File: src/rtl/lsu_ctrl.sv
// lsu_ctrl: load/store unit that sits between the execute stage and the
// data memory. It aligns store data onto byte lanes, generates store byte
// enables, runs a request/acknowledge handshake with the memory (bounded by
// an ack timeout), and sign/zero-extends load data for writeback. The
// upstream pipeline is held for as long as an access is in flight.
//
// Ports:
//   clk, rst                 clock and synchronous active-high reset
//   ex_valid/ex_is_load/
//   ex_is_store/ex_funct3/
//   ex_addr/ex_st_data       instruction presented by the execute stage
//   lsu_stall                combinational hold request to the pipeline
//   ld_data, ld_valid        registered load result and its one-cycle pulse
//   lsu_exc                  one-cycle pulse for a misaligned/illegal access
//   bus_err                  one-cycle pulse when the memory never acks
//   dmem_req/we/addr/be/wdata  request to data memory, stable while BUSY
//   dmem_ack, dmem_rdata     completion and read data from data memory
module lsu_ctrl #(
  parameter int ACK_TIMEOUT = 16
) (
  input  logic        clk,
  input  logic        rst,
  input  logic        ex_valid,
  input  logic        ex_is_load,
  input  logic        ex_is_store,
  input  logic [2:0]  ex_funct3,
  input  logic [31:0] ex_addr,
  input  logic [31:0] ex_st_data,
  output logic        lsu_stall,
  output logic [31:0] ld_data,
  output logic        ld_valid,
  output logic        lsu_exc,
  output logic        bus_err,
  output logic        dmem_req,
  output logic        dmem_we,
  output logic [31:0] dmem_addr,
  output logic [3:0]  dmem_be,
  output logic [31:0] dmem_wdata,
  input  logic        dmem_ack,
  input  logic [31:0] dmem_rdata
);

  localparam int CW = (ACK_TIMEOUT > 1) ? $clog2(ACK_TIMEOUT) : 1;

  typedef enum logic [0:0] {IDLE, BUSY} state_t;

  state_t        state, state_nxt;
  logic [29:0]   lat_addr;
  logic [1:0]    lat_off;
  logic [2:0]    lat_funct3;
  logic          lat_we;
  logic [3:0]    lat_be;
  logic [31:0]   lat_wdata;
  logic [CW-1:0] cnt;

  logic          mem_op;
  logic          illegal;
  logic          misaligned;
  logic          accept;
  logic          exc_req;
  logic          timeout;
  logic [3:0]    st_be;
  logic [31:0]   st_wdata;

  // Shift the addressed byte/halfword down to bit 0 and extend it to 32 bits.
  // Only the low 16 bits of the shifted word are ever needed.
  function automatic logic [31:0] extend(input logic [2:0]  f3,
                                         input logic [1:0]  off,
                                         input logic [31:0] rdata);
    logic [15:0] s;
    s = 16'(rdata >> {off, 3'b000});
    case (f3)
      3'b000:  extend = {{24{s[7]}}, s[7:0]};
      3'b100:  extend = {24'h0, s[7:0]};
      3'b001:  extend = {{16{s[15]}}, s[15:0]};
      3'b101:  extend = {16'h0, s[15:0]};
      default: extend = rdata;
    endcase
  endfunction

  // Decode the execute-stage instruction: is it a memory op, is it illegal
  // (both load and store, or an unsupported width), is it misaligned, and
  // what byte enables and lane-replicated data would a store use.
  always_comb begin
    mem_op     = ex_valid & (ex_is_load ^ ex_is_store);
    illegal    = 1'b0;
    misaligned = 1'b0;
    st_be      = 4'b1111;
    st_wdata   = ex_st_data;

    if (ex_valid & ex_is_load & ex_is_store)
      illegal = 1'b1;
    else if (ex_is_load)
      illegal = (ex_funct3 == 3'b011) | (ex_funct3 == 3'b110) |
                (ex_funct3 == 3'b111);
    else if (ex_is_store)
      illegal = (ex_funct3 > 3'b010);

    if (ex_is_load | ex_is_store) begin
      case (ex_funct3)
        3'b001, 3'b101: misaligned = ex_addr[0];
        3'b010:         misaligned = (ex_addr[1:0] != 2'b00);
        default:        misaligned = 1'b0;
      endcase
    end

    if (ex_is_store) begin
      case (ex_funct3[1:0])
        2'b00: begin
          st_be    = 4'b0001 << ex_addr[1:0];
          st_wdata = {4{ex_st_data[7:0]}};
        end
        2'b01: begin
          st_be    = 4'b0011 << ex_addr[1:0];
          st_wdata = {2{ex_st_data[15:0]}};
        end
        default: begin
          st_be    = 4'b1111;
          st_wdata = ex_st_data;
        end
      endcase
    end

    accept  = (state == IDLE) & mem_op & ~illegal & ~misaligned;
    exc_req = (state == IDLE) & ex_valid & (illegal | (mem_op & misaligned));
    timeout = (state == BUSY) & ~dmem_ack & (cnt == CW'(ACK_TIMEOUT - 1));
  end

  // Next-state logic and the combinational handshake outputs. The stall is
  // raised in the accept cycle already so the instruction behind the access
  // does not advance, and stays up through the ack/timeout cycle.
  always_comb begin
    state_nxt = state;
    lsu_stall = 1'b0;
    dmem_req  = 1'b0;
    case (state)
      IDLE: begin
        if (accept) begin
          lsu_stall = 1'b1;
          state_nxt = BUSY;
        end
      end
      BUSY: begin
        lsu_stall = 1'b1;
        dmem_req  = 1'b1;
        if (dmem_ack | timeout)
          state_nxt = IDLE;
      end
      default: state_nxt = IDLE;
    endcase
  end

  // State register. Reset during BUSY simply drops back to IDLE, so a late
  // ack from memory lands in IDLE and is ignored.
  always_ff @(posedge clk) begin
    if (rst)
      state <= IDLE;
    else
      state <= state_nxt;
  end

  // Request latches, timeout counter and the registered result pulses.
  // The pulses default low every cycle; reset takes priority so an aborted
  // access produces neither ld_valid nor bus_err.
  always_ff @(posedge clk) begin
    if (rst) begin
      lat_addr   <= '0;
      lat_off    <= '0;
      lat_funct3 <= '0;
      lat_we     <= 1'b0;
      lat_be     <= '0;
      lat_wdata  <= '0;
      cnt        <= '0;
      ld_data    <= '0;
      ld_valid   <= 1'b0;
      lsu_exc    <= 1'b0;
      bus_err    <= 1'b0;
    end else begin
      ld_valid <= 1'b0;
      lsu_exc  <= 1'b0;
      bus_err  <= 1'b0;

      if (accept) begin
        lat_addr   <= ex_addr[31:2];
        lat_off    <= ex_addr[1:0];
        lat_funct3 <= ex_funct3;
        lat_we     <= ex_is_store;
        lat_be     <= st_be;
        lat_wdata  <= st_wdata;
        cnt        <= '0;
      end

      if (exc_req)
        lsu_exc <= 1'b1;

      if (state == BUSY) begin
        if (dmem_ack) begin
          if (!lat_we) begin
            ld_data  <= extend(lat_funct3, lat_off, dmem_rdata);
            ld_valid <= 1'b1;
          end
        end else if (timeout) begin
          bus_err <= 1'b1;
          if (!lat_we) begin
            ld_data  <= '0;
            ld_valid <= 1'b1;
          end
        end else begin
          cnt <= cnt + 1'b1;
        end
      end
    end
  end

  assign dmem_we    = lat_we;
  assign dmem_addr  = {lat_addr, 2'b00};
  assign dmem_be    = lat_be;
  assign dmem_wdata = lat_wdata;

endmodule

File: config.mk
export PLATFORM = sky130hd
export DESIGN_NAME = lsu_ctrl
export DESIGN_NICKNAME = d
export VERILOG_FILES = /design/src/rtl/lsu_ctrl.sv
export SDC_FILE = /design/constraint.sdc
export NUM_CORES = 1
export LEC_CHECK = 0
export ABC_CLOCK_PERIOD_IN_PS = 2800
export CELL_PAD_IN_SITES_DETAIL_PLACEMENT = 0
export CELL_PAD_IN_SITES_GLOBAL_PLACEMENT = 2
export CORE_MARGIN = 2
export CORE_UTILIZATION = 25
export DETAILED_ROUTE_END_ITERATION = 16
export GPL_ROUTABILITY_DRIVEN = 0
export PLACE_DENSITY_LB_ADDON = 0.1
export SLEW_MARGIN = 5
export SYNTH_ARGS = -nofsm -noshare
export SYNTH_HDL_FRONTEND = slang
export SYNTH_SLANG_ARGS = --single-unit
export TNS_END_PERCENT = 50
File: constraint.sdc
create_clock -name clk -period 2.8 [get_ports clk]
set_clock_uncertainty 0.15 [all_clocks]
set_input_delay 0.7 -clock clk [delete_from_list [all_inputs] [get_ports clk]]
set_output_delay 0.7 -clock clk [all_outputs]
set_load 0.01 [all_outputs]
* After elaboration in Yosys (flattened, before gate mapping)
Index checks and enable logic that the tools add are counted.
Widths: inputs -> output; s select.
** Storage, ports and cells
- Register bits :: 112
- Input bits :: 105
- Output and inout port bits :: 106
- Logic and storage cells :: 86
** Cells by class
- Add/sub/neg operators :: 1
- Order comparisons :: 1
- Equal/unequal tests :: 11
- Shift operators :: 3
- Multiplexer cells :: 28
- Bitwise gates (word level) :: 22
- Reductions and logical operators :: 8
** Operators with widths (count)
- $mux 32 :: 5
- $pmux 32 s4 :: 1
- $pmux 32 s2 :: 1
- $shr 32x5->16 :: 1
- $mux 4 :: 5
- $eq 3x3->1 const B :: 5
- $mux 1 :: 12
- $and 1x1->1 :: 11
- $pmux 4 s2 :: 1
- $eq 3x1->1 const B :: 2
- $eq 3x2->1 const B :: 2
- $pmux 1 s2 :: 3
- $not 1->1 :: 5
- $or 1x1->1 :: 5
- $add 4x1->4 const B :: 1
- $eq 4x4->1 const B :: 1
- $reduce_bool 2->1 :: 2
- $reduce_or 2->1 :: 2
- $shl 1x2->4 const A :: 1
- $shl 2x2->4 const A :: 1
- $gt 3x2->1 const B :: 1
- $logic_not 3->1 :: 1
- $reduce_and 3->1 :: 1
- $reduce_or 3->1 :: 1
- other kinds (3) :: 3

* Logic depth before layout (Yosys ltp)
Gate-level depths: netlist of run 1.
- Word-level depth :: 12
- Gate-level depth with buffers :: 7
- Gate-level depth less buffers :: 5

* Worst setup path before layout of run 1
Ideal clock, no wire load.
- Path type :: input-to-output
- From :: input ex_is_store
- To :: output lsu_stall
- Arrival time :: 1.935 ns
- Data required time :: 1.950 ns
- Path slack :: 0.015 ns
- Cell stages on the path :: 6
- Path buffers :: 1
- Path through :: inv_1 ha_1 or4_1 buf_2 nand3_1 nand2b_1
** Between the ends
- Cells in the longest elaborated chain, start to end :: 8
- Elaborated cells on any way between the ends :: 15
- Classes of those cells :: mux: 6; bitwise: 9
** Ends and longest elaborated chain
- start, declared :: RTL line 25 : input logic ex_is_store,
- $mux 1 :: RTL line 96 : else if (ex_is_store)
- $mux 1 :: RTL line 93 : else if (ex_is_load)
- $mux 1 :: RTL line 91 : if (ex_valid & ex_is_load & ex_is_store)
- $not 1->1 :: RTL line 124 : accept = (state == IDLE) & mem_op & ~illegal & ~misaligned;
- $and 1x1->1 :: RTL line 124
- $and 1x1->1 * :: RTL line 124
- $mux 1 * :: RTL line 138 : if (accept) begin
- $pmux 1 s2 * :: RTL line 136 : case (state)
- end, declared :: RTL line 29 : output logic lsu_stall,
Mark *: on every way between the ends. The rest lies on a longest branch, timed or not.

* Worst setup path in the final report of run 1
- From :: input ex_funct3[2]
- To :: output lsu_stall
** Between the ends
- Cells in the longest elaborated chain, start to end :: 10
- Elaborated cells on any way between the ends :: 21
- Classes of those cells :: order compare: 1; eq/ne: 6; mux: 7; bitwise: 6; reduce/logical: 1
** Ends and longest elaborated chain
- start, declared :: RTL line 26 : input logic [2:0] ex_funct3,
- parallel branches: the longest is 7 deep, another holds $gt 3x2->1
- $and 1x1->1 * :: RTL line 124
- $mux 1 * :: RTL line 138
- $pmux 1 s2 * :: RTL line 136
Every way passes the cells marked *.

==> Flow_metrics.wiki, run 1 <==
{| class="wikitable"
! Metric !! Value
|-
| Number of warnings issued by yosys || 0
|-
| Number of antenna violations at the first check in global routing || 3
|-
| Setup slack, reg-to-reg || roughly 810 ps
|-
| Slew at the pin with the worst max-slew slack || 660 ps
|-
| Static power due to leakage || between 2 and 3 nW
|-
| Pins over their slew limit || 0
|-
| TritonCTS clock tree || done
|-
| Proportion of register bits with asynchronous set or reset after synthesis || 0
|-
| Slowest cell on the critical path || or4_4
|-
| Final worst-path cycle share || 0.980
|-
| Synthesis-to-finish area growth || 54.5%
|-
| Vias per cell || 5.10
|-
| Minimum clock period || 2740 ps
|-
| Distinct cells, synth || 54
|-
| Portion of the post-synthesis area used by sequential elements || 0.419
|-
| Library cell used as clock root buffer || clkbuf_16
|-
| Latest clock arrival within the worst-skew pair || 350 ps
|-
| Crit path buf inv count || 2
|-
| CP startpoint || ex_funct3[2]
|-
| Cell count after synthesis || a little under 600
|-
| Number of flops mapped to enable cells by yosys || 0
|-
| Count of max-cap constraint violations || 0
|-
| Starting DRC count in detailed routing || 220
|-
| Worst min-delay path class || reg -> reg
|-
| I/O Pins || 211
|-
| Aggregate routed wire length || 19800 um
|-
| Number of gates on the worst path with buffers counted || 6
|-
| Detail Placement HPWL || 13800 um
|-
| Clock H-tree levels || 3
|-
| Average size of a mapped cell || 9.15 um2
|-
| Nets@finish || slightly below 900
|-
| Max-slew headroom || 0.560
|-
| Number of optimization iterations in the first detailed-route pass || 4
|-
| Dominant register cell in the synthesized netlist || dfxtp_1
|-
| Total congestion overflow after global routing || 0
|-
| Unrepaired setup endpoints after global routing || false
|-
| Clk slew on worst S/H paths || 80 ps
|-
| Non-filler cells, final || 1062
|-
| Power Density || 479 nW/um2
|-
| Total of flip-flops plus latches after synthesis || 112
|-
| Top post-synthesis cells by count || 112 x dfxtp_1, 63 x a21oi_1, 45 x o31ai_1, 43 x nand4_1, 41 x mux2i_1
|-
| Most instantiated library cell after synthesis || dfxtp_1
|-
| Required time worst endpoint || 1950 ps
|-
| Number of cell rows || 53
|-
| Area share of the leading cell type in the synthesized netlist || 0.419
|-
| # hold bufs at CTS || 0
|-
| Maximum number of pins on one net before global-route repair || 57
|-
| Residual DRC count || 0
|-
| Worst r2r src || state
|-
| Clock buffers created by TritonCTS || 9
|-
| Die height || 150 um
|-
| Critical path, cell by cell || clkdlybuf4s15_2 > nand2b_4 > or4_4 > nand3_4 > nand2b_1 > buf_2
|-
| Capture point of the worst path || lsu_stall
|-
| Die area || 22600 um2
|-
| Worst flop-to-flop path endpoint || dmem_be[3]
|-
| Largest stage delay on the critical path || 530 ps
|-
| Hold violation total from the final report || 0
|-
| CTS Sinks || roughly 110
|-
| Number of endpoints failing setup at the final stage || 0
|-
| Top post-synthesis cells by area || dfxtp_1 42%, mux2i_1 7.7%, o31ai_1 6.3%, a21oi_1 5.9%, nand4_1 5.0%
|-
| Via count of the first global-routing pass || 5425
|-
| DP Cell Count || roughly 1000
|-
| Buffer depth of the longest clock path || 2
|-
| Filler cell count || 2103
|-
| Peak supply drop || 286 uV
|-
| Mapped cell area || 5360 um2
|-
| Critical Path AT || roughly 1900 ps
|-
| Status || finished clean
|-
| X dimension of the die || around 150 um
|-
| Via count || 5421
|-
| Top achievable clock speed || roughly 360 MHz
|-
| Number of cells on the worst reg-to-reg path || 5
|-
| Total routing usage reported by global routing || 0.173
|-
| Starting Density || 0.255
|-
| Wire length of the first global-routing pass || 30600 um
|-
| Core Area || approximately 21000 um2
|-
| Cell family with most CP delay || simple AND/OR/NAND/NOR gates
|-
| Buffers added on ports || 208
|-
| Launching element type of the critical path || input pin
|-
| Finished Core Util || 0.394
|-
| Cell taking the most area after synthesis || dfxtp_1
|-
| Worst setup EP type || output pin
|-
| Fraction of layout cells with a size suffix above 1 || 0.108
|-
| Routed wire length per instance || 18.7 um
|-
| Class of the most critical setup path || in -> out
|-
| Critical path fanouts, max || 2
|-
| DRT antenna net count || 0
|}
## worst register-to-register path, cell delays in order, from the launching register on
cell and delay, ps:
dfxtp_1 400, nor2b_4 160, o311a_4 220, buf_4 520, a31oi_1 170, a311oi_1 280
## worst min path at each step
stage	from	to	slack, ps	cells past startpoint
2_1_floorplan	lat_funct3[2]	lat_funct3[2]	300	2
3_3_place_gp	ld_data[0]	ld_data[0]	300	1
3_5_place_dp	ld_data[12]	ld_data[12]	300	1
4_1_cts	ld_data[12]	ld_data[12]	320	1
5_1_grt	ld_data[10]	ld_data[10]	330	1
6_report	ld_data[12]	ld_data[12]	310	1
## cell families after synthesis
group           after synthesis  share of synthesized area
xor+xnor                      2                    0.00327
mux                          44                     0.0829
other cells                   1                   0.000700
fa+ha+maj                     2                    0.00467
simple gates                129                      0.144
buf+inv                      74                     0.0603
compound gates              221                      0.286
flops                       112                      0.419
## state kept, by name, indices dropped and copies added, names as in the netlist
register,count
bus_err,1
cnt,4
dmem_be,4
dmem_wdata,32
dmem_we,1
lat_addr,30
lat_funct3,3
lat_off,2
ld_data,32
ld_valid,1
lsu_exc,1
state,1
## through the flow
step / area, um2 / hold WS (ps) / setup slack [ps] / power, mW / TNS [ps]
2_1_floorplan: 5360 / 298 / 14.5 / 2.09 / 0
3_3_place_gp: 7880 / 296 / -884 / 2.52 / -12030
3_5_place_dp: 7880 / 300 / -923 / 2.53 / -14300
4_1_cts: 8260 / 319 / 10.6 / 4.02 / 0
5_1_grt: 8270 / 332 / 8.08 / 4.14 / 0
6_report: 8270 / 315 / 57.0 / 3.96 / 0
## placed cells by master, fill, tap and decap left out, types with 2 or more instances in the layout
cell type	instances
nand2b_1	19
nand4_1	43
buf_12	4
bufinv_16	2
nor2b_1	11
o21bai_1	2
a311oi_1	3
a22o_1	2
clkinvlp_4	3
nor2b_2	2
inv_1	5
clkbuf_16	9
buf_4	36
a211oi_1	9
conb_1	2
a32oi_1	7
mux2_2	3
a221o_1	16
a2bb2oi_1	7
buf_2	2
clkdlybuf4s50_1	198
a31oi_1	13
nand3_1	3
a211o_1	8
nand2_1	12
o2bb2ai_1	7
nor2_1	18
a21o_1	2
a21oi_1	63
buf_6	5
dlygate4sd2_1	3
o31ai_1	45
clkdlybuf4s15_1	2
nand3b_1	4
nor3b_1	3
o21ai_0	27
dfxtp_1	112
mux2i_1	40
## layer usage
| layer | track usage | vias to the layer above | part of all wire |
|---|---|---|---|
| li1 | - | 2626 | - |
| met1 | 0.228 | 2643 | 0.45 |
| met2 | 0.279 | 138 | 0.47 |
| met3 | 0.0470 | 12 | 0.065 |
| met4 | 0.0495 | 2 | 0.011 |
| met5 | 0 | - | 0.00081 |
## final cells by class
cell class,instances,area (um2),share of cell area
clock inverter,6,91.3,0.0110
multi-input combinational,400,2860,0.346
clock buffer,10,239,0.0289
inverter,5,18.8,0.00227
antenna,1,2.50,0.000302
tap,275,344,0.0416
sequential,112,2240,0.271
timing repair buffer,253,2470,0.299
## timing repair
item | in CTS | in global routing
resized for setup | 24 | 8
pin swaps | 4 | 4
setup buffers | 1 | 0
setup endpoints to repair | 1 | 1
## report_power, final
part	total (mW)	internal (mW)	switching, mW	leakage, nW
Combinational	0.800	0.404	0.396	1.87
Sequential	1.70	1.66	0.0444	0.908
Clock	1.46	0.814	0.645	0.151
Total	3.96	2.87	1.09	2.93
Note: power is estimated with default switching activity, not from simulation.
==> run 2: changes to the inputs <==
--- a/config.mk
+++ b/config.mk
@@ -17,4 +17,3 @@
 export SYNTH_ARGS = -nofsm -noshare
 export SYNTH_HDL_FRONTEND = slang
 export SYNTH_SLANG_ARGS = --single-unit
-export TNS_END_PERCENT = 50
==> results of run 2 <==
The final DEF is identical to that of run 1; final timing and power are the same.
==> run 3: changes to the inputs <==
--- a/config.mk
+++ b/config.mk
@@ -10,6 +10,7 @@
 export CELL_PAD_IN_SITES_GLOBAL_PLACEMENT = 2
 export CORE_MARGIN = 2
 export CORE_UTILIZATION = 25
+export CTS_CLUSTER_DIAMETER = 100
 export DETAILED_ROUTE_END_ITERATION = 16
 export GPL_ROUTABILITY_DRIVEN = 0
 export PLACE_DENSITY_LB_ADDON = 0.1
==> results of run 3 <==
The final DEF is identical to that of run 1; final timing and power are the same.
